### src/rtl/pe_psum_acc_pkg.sv
// Shared configuration and state encoding for the PE partial-sum accumulator.
// Sizes track the adder-tree output width and the accumulator/result width.
package pe_psum_acc_pkg;

  localparam int unsigned ASUMDWD   = 16;
  localparam int unsigned PSUMDWD   = 24;
  localparam int unsigned PSUMCNTWD = 8;

  typedef enum logic [1:0] {
    ACC_IDLE,
    ACC_RUN,
    ACC_OUT
  } acc_state_t;

endpackage

### src/rtl/pe_psum_acc_sat_add.sv
// Combinational signed a + sext(b), clamped to the AWD-bit signed range.
// ovf flags that the clamp was applied; assumes BWD <= AWD.
module pe_sat_add #(
  parameter int unsigned AWD = 24,
  parameter int unsigned BWD = 16
) (
  input  logic [AWD-1:0] a,
  input  logic [BWD-1:0] b,
  output logic [AWD-1:0] sum,
  output logic           ovf
);

  localparam int unsigned EXT = AWD + 1 - BWD;

  logic [AWD:0]   full;
  logic [AWD-1:0] max_val;
  logic [AWD-1:0] min_val;

  assign max_val = {1'b0, {(AWD-1){1'b1}}};
  assign min_val = {1'b1, {(AWD-1){1'b0}}};

  always_comb begin
    full = {a[AWD-1], a} + {{EXT{b[BWD-1]}}, b};
    ovf  = full[AWD] ^ full[AWD-1];
    sum  = full[AWD-1:0];
    // Sign of the wide result tells which rail was crossed.
    if (ovf) begin
      sum = full[AWD] ? min_val : max_val;
    end
  end

endmodule

### src/rtl/pe_psum_acc.sv
// Accumulates a configured number of signed partial sums from an init value and
// hands one saturated result per job to the output buffer over valid/ready.
module pe_psum_acc
  import pe_psum_acc_pkg::*;
#(
  parameter int unsigned IDWD  = ASUMDWD,
  parameter int unsigned ACCWD = PSUMDWD,
  parameter int unsigned CNTWD = PSUMCNTWD
) (
  input  logic             i_clk,
  input  logic             i_rst,
  input  logic             i_start,
  input  logic [CNTWD-1:0] i_len,
  input  logic [ACCWD-1:0] i_init,
  input  logic             i_flush,
  output logic             o_idle,
  input  logic             i_sum_valid,
  output logic             o_sum_ready,
  input  logic [IDWD-1:0]  i_sum,
  output logic             o_psum_valid,
  input  logic             i_psum_ready,
  output logic [ACCWD-1:0] o_psum,
  output logic             o_sat
);

  acc_state_t       state;
  logic [ACCWD-1:0] acc;
  logic [CNTWD-1:0] cnt;
  logic [CNTWD-1:0] len;
  logic             sat_seen;

  logic [ACCWD-1:0] add_sum;
  logic             add_ovf;
  logic             beat;
  logic             load;
  logic             last;

  pe_sat_add #(
    .AWD(ACCWD),
    .BWD(IDWD)
  ) u_sat_add (
    .a  (acc),
    .b  (i_sum),
    .sum(add_sum),
    .ovf(add_ovf)
  );

  assign o_idle       = (state == ACC_IDLE);
  assign o_sum_ready  = (state == ACC_RUN);
  assign o_psum_valid = (state == ACC_OUT);

  assign beat = o_sum_ready && i_sum_valid;
  // Compare before increment so len = all-ones never needs a wider counter.
  assign last = (cnt == len);
  assign load = i_start && (o_idle || (o_psum_valid && i_psum_ready));

  always_ff @(posedge i_clk or posedge i_rst) begin
    if (i_rst) begin
      state    <= ACC_IDLE;
      acc      <= '0;
      cnt      <= '0;
      len      <= '0;
      sat_seen <= 1'b0;
      o_psum   <= '0;
      o_sat    <= 1'b0;
    end else if (i_flush) begin
      state    <= ACC_IDLE;
      acc      <= '0;
      cnt      <= '0;
      sat_seen <= 1'b0;
    end else begin
      case (state)
        ACC_IDLE: begin
          if (load) begin
            state    <= ACC_RUN;
            acc      <= i_init;
            len      <= i_len;
            cnt      <= '0;
            sat_seen <= 1'b0;
          end
        end
        ACC_RUN: begin
          if (beat) begin
            acc      <= add_sum;
            sat_seen <= sat_seen | add_ovf;
            cnt      <= cnt + CNTWD'(1);
            if (last) begin
              state  <= ACC_OUT;
              o_psum <= add_sum;
              o_sat  <= sat_seen | add_ovf;
            end
          end
        end
        ACC_OUT: begin
          if (i_psum_ready) begin
            if (load) begin
              state    <= ACC_RUN;
              acc      <= i_init;
              len      <= i_len;
              cnt      <= '0;
              sat_seen <= 1'b0;
            end else begin
              state <= ACC_IDLE;
            end
          end
        end
        default: state <= ACC_IDLE;
      endcase
    end
  end

endmodule

### config.mk
export PLATFORM = sky130hd
export DESIGN_NAME = pe_psum_acc
export DESIGN_NICKNAME = d
export VERILOG_FILES = /design/src/rtl/pe_psum_acc_pkg.sv /design/src/rtl/pe_psum_acc_sat_add.sv /design/src/rtl/pe_psum_acc.sv
export SDC_FILE = /design/constraint.sdc
export NUM_CORES = 1
export LEC_CHECK = 0
export BUFFER_PORTS_ARGS = -buffer_cell sky130_fd_sc_hd__buf_2
export CORE_UTILIZATION = 51
export CTS_BUF_LIST = sky130_fd_sc_hd__clkbuf_4 sky130_fd_sc_hd__clkbuf_8 sky130_fd_sc_hd__clkbuf_16
export DETAILED_ROUTE_END_ITERATION = 10
export PLACE_DENSITY = 0.77
export SETUP_SLACK_MARGIN = 0.05
export SLEW_MARGIN = 5
export SYNTH_ARGS = -nofsm -noshare
export SYNTH_HDL_FRONTEND = slang
export SYNTH_SLANG_ARGS = --single-unit
### constraint.sdc
create_clock -name i_clk -period 2.5 [get_ports i_clk]
set_input_delay 0.75 -clock i_clk [delete_from_list [all_inputs] [get_ports i_clk]]
set_output_delay 0.75 -clock i_clk [all_outputs]
set_load 0.005 [all_outputs]
==> results.cfg, run 1 <==
[yosys]
synth_xor_area_share_pct = 5.894
synth_top_family_by_area = compound AO/OA/AOI/OAI gates
synthTopCellsByCount = o21ai_0, dfrtp_1, a21oi_1, nand2_1, nor2_1
synth_compound_area_share_pct = 29.30
avgSynthCellArea_um2 = 8.701
async_flop_share_pct = 100.0
synth_fa_ha_area_share_pct = 8.840
synth_mux_area_share_pct = 2.428
synth_largest_area_cell = dfrtp_1
synthCells = 527
netlist.area_leader.share_pct = 37.11
synthDistinctLibCells = 54
yosys_most_used_dff = dfrtp_1
ys_seq_elements = 68
yosysMostFrequentCell = o21ai_0
netlist_area_mm2 = 0.004586
synth_warnings = 0
synthTopCellsByArea = dfrtp_1, o21ai_0, ha_1
synth-edff-count = 0
synth-simple-area-share_pct = 12.71
syn-num-nets = 612
synth_seq_area_share_pct = 37.11

[critical_path]
reg2reg_from = acc[1]
worstSetupStartpointType = input port
reg2reg_depth = 11
r2r-end = acc[20]
critical_path.endpoint = acc[20]
cp.arrival_ps = 3100
endpoint_kind = register
worstPathRequired_ps = 2760
crit_type = in2reg
rrSetupSlack_ps = -290
path_max_fanout = 8
crit_start = i_sum[2]

[final_layout]
antenna_cells = 0
nNetsFinal = 782
stdcell_area_mm2 = 0.006633
utilization_pct = 76.05
syn2layout_area_growth_pct = 44.64
seqCellArea_mm2 = 0.001702
layout-drive-gt1-share_pct = 41.74
multiInputGateArea_mm2 = 0.003184
fillers = 573

[global_route]
grt.total_usage_pct = 29.96
grt_pass1_vias = 4812
overflow = 0
grt_max_degree = 27
antenna_found_initial = 0
grt_pass1_wl_um = 22710

[clocking]
cts_tree = done
htree_levels = 3
root_buffer = clkbuf_8
clock_latency_ps = 360
cts_buffers = 9
clockBufferDepth = 2
cts_sinks = 68
cts.clk_slew.worst_paths_ps = 80

[power]
intPower_mw = 3.012
switching_power_mw = 2.122
swShare_pct = 41.33
peakVddDrop_v = 0.0004734
seq_power_share_pct = 26.0
p_comb_share_pct = 57.4
powerDensity_mw_per_mm2 = 774.0
power_frac_clock_pct = 16.6
p_leak_nw = 3.017

[drt]
routed_via_density = 6.020
wl_um = 14570
antenna_left = 0
wl_met1_um = 6027
vias = 4876
dr.first_iter.drc_count = 223
wl_per_cell_um = 17.99
highest_layer = met4
drc = 0
first_pass_iters = 5
wl_met3_um = 622
wl_met2_um = 7475

[floorplanning]
die_w_um = 96.83
start_util_pct = 52.58
rows = 34
die_h_um = 96.83
die_area_mm2 = 0.009375
core_mm2 = 0.008721
ios = 82

[hold_path]
hold_class = in2async

[placement]
dpl.hpwl_um = 10270
post_dp_cell_area_mm2 = 0.005983
numPortBuffers = 81
place_congestion = 0.9355

[timing]
hold_ws_ps = 444.4
slew_headroom_pct = 61.80
hold_viol = 0
period_share_pct = 113.7
rsz0062_at_grt = true
final.setup_skew_ps = 10.36
worstMarginPinSlew_ps = 571.8
max_freq_ghz = 0.3519
setup_viol = 50
slew_viol_final = 0
layout_setup_ws_ps = -341.5
min_period_ps = 2842

[run_status]
violations = setup timing
status = complete, but fails checks

[flow_run]
maxCapViolCount = 0
==> registers in the layout, indices dropped and copies added, names as in the netlist <==
signal / count
acc: 24
o_psum: 24
cnt: 8
len: 8
state: 2
o_sat: 1
sat_seen: 1
==> cell usage in the layout (no fill, tap or decap), types with 3 or more instances in the layout <==
cell         n
buf_4       88
buf_2       75
dfrtp_1     68
nand2_1     55
o21ai_0     44
a21oi_1     38
nor2_1      29
o21ai_1     26
xnor2_1     19
ha_1        19
buf_6       19
a21oi_2     18
a221oi_2    15
and3_1      13
inv_1       12
ha_4        10
a31oi_1      9
clkbuf_8     9
nand3_1      8
xor2_1       8
mux2_2       8
o31ai_1      8
o22ai_1      7
o21ai_2      6
nand4_1      5
o211ai_1     5
a21o_1       5
nand2b_1     4
nor3_1       4
buf_12       4
o21bai_1     3
clkinvlp_4   3
clkinv_4     3
==> per-layer routing <==
layer	up-vias	global-route usage, %
met2	166	52.98
met5	-	0
met3	37	6.069
met4	0	11.71
li1	2289	-
met1	2384	35.52
==> area by class of cell <==
class | count | share of cell area, %
Multi-Input combinational cell | 416 | 48.01
Timing Repair Buffer | 188 | 20.66
Inverter | 14 | 0.8866
Clock buffer | 9 | 1.868
Clock inverter | 7 | 0.8866
Sequential cell | 68 | 25.66
Tap cell | 108 | 2.037
==> how the worst min path moves through the flow <==
stage                     slack (ps)         end  cells past startpoint
after global placement           460   o_psum[4]                      2
final                            440    state[0]                      2
after global routing             470      len[6]                      2
after CTS                        440      len[1]                      2
after floorplan                  470      cnt[7]                      1
after detailed placement         470  o_psum[10]                      2
==> what timing repair did <==
item | CTS | global route
setup buffers | 6 | 5
hold buffers | 0 | 0
gates resized for setup | 59 | 45
cloned | 1 | 2
pin swaps | 24 | 30
setup endpoints to repair | 49 | 50
==> critical path: stages <==
cell       delay [ps]
buf_6             100
ha_4              240
o211ai_1          220
o211ai_1          180
a21oi_2           240
o21ai_2           100
a2111oi_4         290
buf_4             190
xnor2_4           180
buf_6             210
o21ai_1           120
a221oi_2          250
==> stage by stage <==
| step | total power [mW] | cells | worst slack [ps] | setup TNS (ps) |
|---|---|---|---|---|
| detailed placement | 3.702 | 781 | -740.9 | -30770 |
| CTS | 4.876 | 804 | -268.8 | -10400 |
| floorplan | 2.838 | 527 | -406.8 | -15430 |
| global placement | 3.623 | 781 | -641.2 | -28110 |
| finish | 5.134 | 810 | -341.5 | -13360 |
| global route | 5.400 | 810 | -442.3 | -17350 |
==> power groups by stage <==
stage / clock network [mW] / registers [mW] / logic, mW
global placement: 0 / 1.35 / 2.28
CTS: 0.863 / 1.33 / 2.68
floorplan: 0 / 1.33 / 1.51
global route: 0.902 / 1.35 / 3.15
finish: 0.852 / 1.34 / 2.95
detailed placement: 0 / 1.35 / 2.35
==> cell families after synthesis <==
logic type,count (synthesis)
XOR/XNOR,30
multiplexers,10
buffers and inverters,43
adder cells (fa/ha/maj),32
AND/OR/NAND/NOR,130
flip-flops,68
AO/OA/AOI/OAI,214
No activity file was read; power rests on OpenSTA's default activity.
==> inputs of run 2 (changes only) <==
Settings changed: BUFFER_PORTS_ARGS -buffer_cell sky130_fd_sc_hd__buf_2 to default, CORE_UTILIZATION 51 to 58, DONT_BUFFER_PORTS from default to 1, PLACE_DENSITY 0.77 to 0.76.
==> run 2 against run 1 <==
Against the previous run: the run still ends with setup timing left; largest power group unchanged; routed wire length is 0.41% lower; critical path depth decreased by 1; worst hold slack worse by 99 ps; worst setup slack better by 29 ps; via count is 3.4% lower; global-route usage is 5.6 points higher; maximum frequency is 1.0% higher; non-clock buffer count is 92 lower; die area is 12% lower; final cell count fell by 12%.
==> results.cfg, run 2 (synthesis results as in run 1) <==
[final_layout]
final_common_cell = buf_4
final_cells = 713
reg.largest.list = acc x24, o_psum x24
fillers = 479
layout-drive-gt1-share_pct = 35.02
mostFrequentLayoutCells = buf_4, dfrtp_1, nand2_1
antenna_cells = 0
syn2layout_area_growth_pct = 36.29
nNetsFinal = 691

[floorplanning]
core_mm2 = 0.007687
die_w_um = 90.92
die_area_mm2 = 0.008266
ios = 82
start_util_pct = 59.65
die_h_um = 90.92
rows = 32

[global_route]
grt_max_degree = 69
grt.total_usage_pct = 35.55
antenna_found_initial = 0
overflow = 0
grt_pass1_wl_um = 23090
grt_pass1_vias = 4698

[timing]
slew_headroom_pct = 37.85
period_share_pct = 112.5
layout_setup_ws_ps = -312.6
rsz0062_at_grt = true
final.setup_skew_ps = 13.63
min_period_ps = 2813
hold_viol = 0
max_freq_ghz = 0.3555
setup_viol = 50
worstMarginPinSlew_ps = 920.6
slew_viol_final = 0
setup-tns-final_ps = -11380
hold_ws_ps = 345.8

[clocking]
clockBufferDepth = 2
holdBufCountCts = 0
cts.clk_slew.worst_paths_ps = 90
htree_levels = 3
cts_tree = done
clock_latency_ps = 360
root_buffer = clkbuf_8
cts_sinks = 68
cts_buffers = 9

[critical_path]
cp_common_cell = buf_4
cp_slowest_cell = dfrtp_1
crit_type = reg2reg
worstPathRequired_ps = 2760
path_max_fanout = 7
endpoint_kind = register
max_stage_delay_ps = 410
cp.arrival_ps = 3070
worstSetupStartpointType = register
reg2reg_from = acc[1]
crit_start = acc[1]
worstPathCellList = ha_4 -> a211oi_4 -> o211ai_1 -> a21oi_2 -> o21ai_2 -> a2111oi_4 -> buf_4 -> xnor2_4 -> o21ai_1 -> buf_4 -> a221oi_2

[drt]
wl_um = 14510
antenna_left = 0
routed_via_density = 6.603
vias = 4708
wl_per_cell_um = 20.35
drc = 0
dr.first_iter.drc_count = 270
first_pass_iters = 4

[placement]
dpl.hpwl_um = 9624
pre_cts_ws_ps = -612.8
place_congestion = 0.9463
numPortBuffers = 0
dp_cells = 682

[flow_run]
maxCapViolCount = 0

[power]
powerDensity_mw_per_mm2 = 839.7
p_leak_nw = 2.630
peakVddDrop_v = 0.0004853
finalPower_mw = 5.248

[hold_path]
hold_class = in2async

[run_status]
violations = setup timing
status = complete, but fails checks
[run 2: changes by cell type in the layout (fill, tap and decap cells not counted), moves of 3 or more]
cell / change
buf_2: -75
buf_4: -8
a31oi_4: +3
o21ai_2: +6
a21oi_4: +3
o21ai_1: -4
a21oi_2: -4
buf_6: -9
[run 2: per-stage QoR]
| step | util (%) | instance area (um^2) |
|---|---|---|
| after floorplan | - | 4846 |
| after global placement | 71.13 | 5468 |
| after detailed placement | 71.13 | 5468 |
| after CTS | 77.29 | 5942 |
| after global routing | 81.30 | 6250 |
| final | 81.30 | 6250 |
[run 2: cell type report]
type	instances	area (um^2)	area share, %
sequential	68	1702	27.23
tap	102	127.6	2.042
inverter	14	56.30	0.9009
multi-input combinational	417	3311	52.97
clock buffer	9	123.9	1.982
clock inverter	7	81.33	1.301
timing repair buffer	96	848.3	13.57
[run 2: repair_timing]
item	CTS	global route
buffers inserted	4	8
pin swaps	27	20
setup endpoints to repair	49	50
gates resized for setup	31	76
gates cloned	4	0
[run 2: power breakdown]
group | internal, mW | total [mW] | leakage (nW) | switching [mW]
registers | 1.23 | 1.34 | 0.916 | 0.108
logic | 1.34 | 2.93 | 1.61 | 1.59
clock network | 0.477 | 0.977 | 0.101 | 0.500
total | 3.05 | 5.25 | 2.63 | 2.20
[run 2: worst max-delay path, delay by kind of cell (launching register included)]
family                     cells  cell delay [ps]
AOI/OAI and AO/OA              7             1470
DFF                            1              410
buffers and inverters          2              380
adders and majority gates      1              240
xor gates and xnor gates       1              210
[run 2: per-layer routing]
metal / GRT usage [%] / part of all wire (%) / up-vias
met4: 15.08 / 3.8 / 0
li1: - / - / 2112
met3: 6.481 / 7.1 / 57
met5: 0 / 0 / -
met2: 60.04 / 50 / 227
met1: 44.66 / 39 / 2312
[run 2: path summary, 6_finish.rpt]
path / slack (ps) / endpoint / cells past startpoint
max in group asynchronous: 1850 / o_psum[16] / 2
setup / recovery: -310 / acc[21] / 11
hold reg to reg: 520 / o_psum[1] / 2
hold / removal: 350 / cnt[1] / 2
setup reg to reg: -310 / acc[21] / 11
min in group i_clk: 450 / acc[22] / 1
